`src/rtl/cpu_pkg.sv`:
```
// Shared definitions for the instruction-controller front end: beat codes,
// flag-update select encodings, memory-opcode range and the flag bundle.
// Optional feature macro used by importers: SINGLE_STEP_EN.
package cpu_pkg;

  localparam int unsigned IW     = 16;
  localparam int unsigned BEAT_W = 3;
  localparam int unsigned OP_W   = 8;
  localparam int unsigned SST_W  = 2;

  typedef enum logic [BEAT_W-1:0] {
    BEAT_FETCH_A = 3'b000,
    BEAT_FETCH_D = 3'b001,
    BEAT_EXEC    = 3'b011,
    BEAT_IDLE    = 3'b100,
    BEAT_MEM_A   = 3'b101,
    BEAT_MEM_D   = 3'b111
  } beat_e;

  localparam beat_e RESET_BEAT = BEAT_IDLE;

  typedef enum logic [SST_W-1:0] {
    SST_LOAD  = 2'b00,
    SST_SET_C = 2'b01,
    SST_CLR_C = 2'b10,
    SST_HOLD  = 2'b11
  } sst_e;

  localparam logic [OP_W-1:0] MEM_OP_LO = 8'h80;
  localparam logic [OP_W-1:0] MEM_OP_HI = 8'h83;

  typedef struct packed {
    logic c;
    logic z;
    logic v;
    logic s;
  } flags_t;

  // True for opcodes that need the two-beat memory phase.
  function automatic logic is_mem_op(input logic [OP_W-1:0] op);
    return (op >= MEM_OP_LO) && (op <= MEM_OP_HI);
  endfunction

endpackage

```
`src/rtl/cpu_flag_reg.sv`:
```
// C/Z/V/S flag register. Updates only when en (execute beat) is high and
// hold is low, according to the controller's flag-update select.
// Ports: clk, reset (sync, active high), hold, en, sst[1:0], alu_flags in;
//        flags out (registered).
module cpu_flag_reg
  import cpu_pkg::*;
(
  input  logic             clk,
  input  logic             reset,
  input  logic             hold,
  input  logic             en,
  input  logic [SST_W-1:0] sst,
  input  flags_t           alu_flags,
  output flags_t           flags
);

  flags_t flags_d;

  // Next-flag decode from sst.
  always_comb begin
    flags_d = flags;
    if (en && !hold) begin
      case (sst_e'(sst))
        SST_LOAD:  flags_d = alu_flags;
        SST_SET_C: flags_d.c = 1'b1;
        SST_CLR_C: flags_d.c = 1'b0;
        default:   flags_d = flags;
      endcase
    end
  end

  // Flag storage.
  always_ff @(posedge clk) begin
    if (reset) flags <= '0;
    else       flags <= flags_d;
  end

endmodule

```
`src/rtl/cpu_beat_sequencer.sv`:
```
// Beat sequencer for the instruction controller: produces the beat code,
// holds the instruction register and the C/Z/V/S flags.
// Ports: clk, reset (sync, active high), hold, mem_data[15:0], sst[1:0],
//        alu_c/z/v/s, step in; timer[2:0], instruction[15:0], c/z/v/s out.
// Optional macro SINGLE_STEP_EN: park in the idle beat after each
// instruction until a step pulse is sampled.
module cpu_beat_sequencer
  import cpu_pkg::*;
(
  input  logic              clk,
  input  logic              reset,
  input  logic              hold,
  input  logic [IW-1:0]     mem_data,
  input  logic [SST_W-1:0]  sst,
  input  logic              alu_c,
  input  logic              alu_z,
  input  logic              alu_v,
  input  logic              alu_s,
  input  logic              step,
  output logic [BEAT_W-1:0] timer,
  output logic [IW-1:0]     instruction,
  output logic              c,
  output logic              z,
  output logic              v,
  output logic              s
);

  beat_e  state_q;
  beat_e  state_d;
  logic   ir_load_c;
  logic   step_go_c;
  beat_e  after_instr_c;
  flags_t flags;

`ifdef SINGLE_STEP_EN
  assign step_go_c     = step;
  assign after_instr_c = BEAT_IDLE;
`else
  logic step_unused;
  assign step_unused   = step;
  assign step_go_c     = 1'b1;
  assign after_instr_c = BEAT_FETCH_A;
`endif

  // Beat state register.
  always_ff @(posedge clk) begin
    if (reset) state_q <= RESET_BEAT;
    else       state_q <= state_d;
  end

  // Next beat; the fetch-data decision looks at the bus, not the old IR.
  always_comb begin
    state_d   = state_q;
    ir_load_c = 1'b0;
    if (!hold) begin
      case (state_q)
        BEAT_IDLE:    state_d = step_go_c ? BEAT_FETCH_A : BEAT_IDLE;
        BEAT_FETCH_A: state_d = BEAT_FETCH_D;
        BEAT_FETCH_D: begin
          ir_load_c = 1'b1;
          state_d   = is_mem_op(mem_data[IW-1:IW-OP_W]) ? BEAT_MEM_A : BEAT_EXEC;
        end
        BEAT_EXEC:    state_d = after_instr_c;
        BEAT_MEM_A:   state_d = BEAT_MEM_D;
        BEAT_MEM_D:   state_d = after_instr_c;
        default:      state_d = BEAT_IDLE;
      endcase
    end
  end

  // Instruction register.
  always_ff @(posedge clk) begin
    if (reset)          instruction <= '0;
    else if (ir_load_c) instruction <= mem_data;
  end

  cpu_flag_reg u_flag_reg (
    .clk       (clk),
    .reset     (reset),
    .hold      (hold),
    .en        (state_q == BEAT_EXEC),
    .sst       (sst),
    .alu_flags ('{c: alu_c, z: alu_z, v: alu_v, s: alu_s}),
    .flags     (flags)
  );

  assign timer = BEAT_W'(state_q);
  assign c     = flags.c;
  assign z     = flags.z;
  assign v     = flags.v;
  assign s     = flags.s;

endmodule

```
`config.mk`:
```
export PLATFORM = sky130hd
export DESIGN_NAME = cpu_beat_sequencer
export DESIGN_NICKNAME = d
export VERILOG_FILES = /design/src/rtl/cpu_pkg.sv /design/src/rtl/cpu_flag_reg.sv /design/src/rtl/cpu_beat_sequencer.sv
export SDC_FILE = /design/constraint.sdc
export NUM_CORES = 1
export LEC_CHECK = 0
export ABC_AREA = 0
export CAP_MARGIN = 0
export CORE_MARGIN = 4
export CORE_UTILIZATION = 59
export CTS_BUF_LIST = sky130_fd_sc_hd__clkbuf_4
export DETAILED_ROUTE_END_ITERATION = 10
export DONT_BUFFER_PORTS = 1
export GPL_ROUTABILITY_DRIVEN = 0
export PLACE_DENSITY = 0.75
export SYNTH_ARGS = -nofsm -noshare
export SYNTH_HDL_FRONTEND = slang
export SYNTH_SLANG_ARGS = --single-unit
```
`constraint.sdc`:
```
create_clock -name clk -period 4.2 [get_ports clk]
set_input_delay 0.84 -clock clk [delete_from_list [all_inputs] [get_ports clk]]
set_output_delay 0.84 -clock clk [all_outputs]
set_load 0.01 [all_outputs]
```
==> impl_metrics.py <==
metrics = {
    "clock_tree": {
        "cts_num_sinks": 23,
        "numCtsBuffers": 3,
        "cts.htree.levels": 1,
        "cts_setup_buffers": 0,
        "number_of_buffers_on_the_longest_clock_path": 2,
        "cts_repair_resize_count": 0,
        "clk_lat_worst_skew_ns": 0.30,
        "holdBufCountCts": 0,
        "clock_tree_from_tritoncts": "done",
        "root_buffer": "clkbuf_4",
        "clkTransAtPathRegs_ns": 0.12,
    },
    "finish": {
        "drive_gt1_share_pct": 4.42,
        "antenna_cells": 0,
        "final_core_util_pct": 64.8,
        "fin_nets": 143,
        "synthToLayoutAreaGrowth_pct": 0.377,
    },
    "die": {
        "die_width_um": 49.1,
        "placement_rows": 14,
        "core_area_sq_um": 1540,
        "floorplan.io_pins": 49,
        "initial_utilization_pct": 64.5,
        "fp.dieH_um": 49.1,
        "dieArea_sq_um": 2410,
    },
    "grt": {
        "number_of_antenna_violations_at_the_first_check_in_global_routing": 0,
        "grt_start_max_net_pins": 28,
        "vias_in_the_first_global_route": 741,
        "grt.overflow.total": 0,
        "grt_pass1_wl_mm": 3.22,
        "grt_use_total_pct": 16.9,
    },
    "sta": {
        "hold_viol": 0,
        "timing.slew.headroom_pct": 45.6,
        "fmax_mhz": 584,
        "final_critical_path_setup_slack_ns": 2.49,
        "final.setup_skew_ns": 0.00271,
        "timing_max_transition_violations_final": 0,
        "grt_setup_unrepaired": "false",
        "totalNegativeSetupSlack_ns": 0,
        "worst_slew_pin_slew_ns": 0.813,
        "setup_viol": 0,
        "layout_worst_path_cycle_share_pct": 40.8,
        "finalWorstPathRequiredPeriod_ns": 1.71,
    },
    "critical_path": {
        "crit_end": "timer[1]",
        "cp-end-kind": "primary output",
        "critical_path.reg2reg.startpoint": "timer[0]",
        "worstReg2RegEnd": "instruction[6]",
        "setup.worst_path.start_class": "flop",
        "cp_data_arrival_time_ns": 0.87,
        "path_depth": 0,
        "cp.required_ns": 3.36,
        "reg2reg_setup_slack_ns": 2.58,
        "r2r_cells": 3,
        "timing.setup.critical_path_class": "flop to primary output",
        "cp-startpoint": "timer[1]",
        "critical_path.max_fanout": 8,
    },
    "routing": {
        "avgViaCountPerCell": 5.82,
        "drtIter0Drc": 8,
        "ant_nets": 0,
        "route.vias.total": 751,
        "drt-pass1-iter-count": 3,
        "drcViolationCount": 0,
        "wire_per_inst_um": 14.7,
        "route.final.wire_length_mm": 1.89,
    },
    "min_path": {
        "hold_path.class": "flop to flop",
    },
    "power_and_ir_drop": {
        "peak_supply_drop_mv": 0.204,
        "cellLeakagePower_nw": 0.340,
        "power-per-cell-area_nw_per_um2": 346,
        "p_total_w": 0.000346,
    },
    "logic_synthesis": {
        "post_synth_inst_count": 116,
        "syn_area_per_cell_sq_um": 8.58,
        "synth.top_cell.area_share_pct": 46.3,
        "postSynthNetCount": 145,
        "synth-main-ff-cell": "dfxtp_1",
        "yosysSeqAreaShare_pct": 46.3,
        "most_frequent_cell_after_synthesis": "nand2_1",
        "synth_top_cell_by_area": "dfxtp_1",
        "number_of_enable_type_register_cells_in_the_synthesized_netlist": 0,
        "asyncSetResetFlopFracSynth_pct": 0,
        "synth.yosys.warnings": 0,
        "synth.distinct_cells": 23,
        "synth.top_cells.by_area": "dfxtp_1, nand2_1, a21oi_1",
        "syn_area_sq_um": 995,
        "synth.cells.most_frequent": "nand2_1, dfxtp_1, a21oi_1",
        "post_synthesis_sequential_element_count": 23,
    },
    "place": {
        "place_ws_ns": 2.21,
        "dpl.hpwl_mm": 1.42,
        "number_of_buffers_added_on_ports": 0,
    },
    "run": {
        "max_cap_violations": 0,
    },
    "status": {
        "run_status": "complete, no violations",
    },
}
==> cell families after synthesis <==
kind of cell / after synthesis / share of synthesized area [%]
simple gates: 51 / 26.0
xor+xnor: 1 / 0.881
mux: 5 / 5.03
fa+ha+maj: 3 / 3.77
compound gates: 22 / 12.1
flops: 23 / 46.3
buf+inv: 11 / 5.91
==> where the power goes <==
| part | internal (W) | switching [W] |
|---|---|---|
| Combinational | 0.00000987 | 0.00000738 |
| Clock | 0.0000355 | 0.0000628 |
| Sequential | 0.000222 | 0.00000796 |
| Total | 0.000268 | 0.0000782 |
==> cells in the final DEF, fill, tap and decap left out <==
master,instances
nor2_1,3
nand2b_1,6
clkinv_2,1
nand2_1,33
o21ai_0,2
nor4b_4,1
nand4bb_1,1
clkbuf_4,3
a21oi_1,17
o41ai_1,1
ha_1,3
xnor2_1,1
nor2b_1,2
nor3_1,1
mux2i_1,5
o311ai_0,1
dfxtp_1,23
or3_1,1
or4b_1,2
nor3b_1,1
a21o_1,1
inv_1,4
==> per-layer routing <==
| metal | up-vias | wire [um] | GRT usage [%] |
|---|---|---|---|
| li1 | 380 | - | - |
| met1 | 338 | 731 | 18.8 |
| met2 | 29 | 963 | 27.3 |
| met3 | 4 | 169 | 6.12 |
| met4 | 0 | 25 | 9.42 |
| met5 | - | 0 | 0 |
==> area by class of cell <==
class                   instances  area [sq um]
inverters                       4          15.0
clock buffers                   3          22.5
well taps                      16          20.0
fillers                       142           543
flip-flops and latches         23           460
multi-input cells              82           475
clock inverters                 1          5.00
==> through the flow <==
| stage | hold slack [ns] | cells | cell area (sq um) |
|---|---|---|---|
| after global placement | 0.482 | 125 | 971 |
| after detailed placement | 0.490 | 125 | 971 |
| after floorplan | 0.481 | 116 | 995 |
| after global routing | 0.524 | 129 | 998 |
| final | 0.502 | 129 | 998 |
| after CTS | 0.508 | 129 | 998 |
==> state kept, by name, indices dropped and copies added, names as in the netlist <==
| signal | count |
|---|---|
| instruction | 16 |
| u_flag_reg.flags | 4 |
| timer | 3 |
==> worst min path at each step <==
stage	start	endpoint	slack, ns	cells past startpoint
finish	instruction[2]	instruction[2]	0.50	2
global route	instruction[8]	instruction[8]	0.52	2
CTS	instruction[5]	instruction[5]	0.51	2
detailed placement	instruction[5]	instruction[5]	0.49	2
global placement	instruction[3]	instruction[3]	0.48	2
floorplan	instruction[0]	instruction[0]	0.48	2
Note: power is estimated with default switching activity, not from simulation.
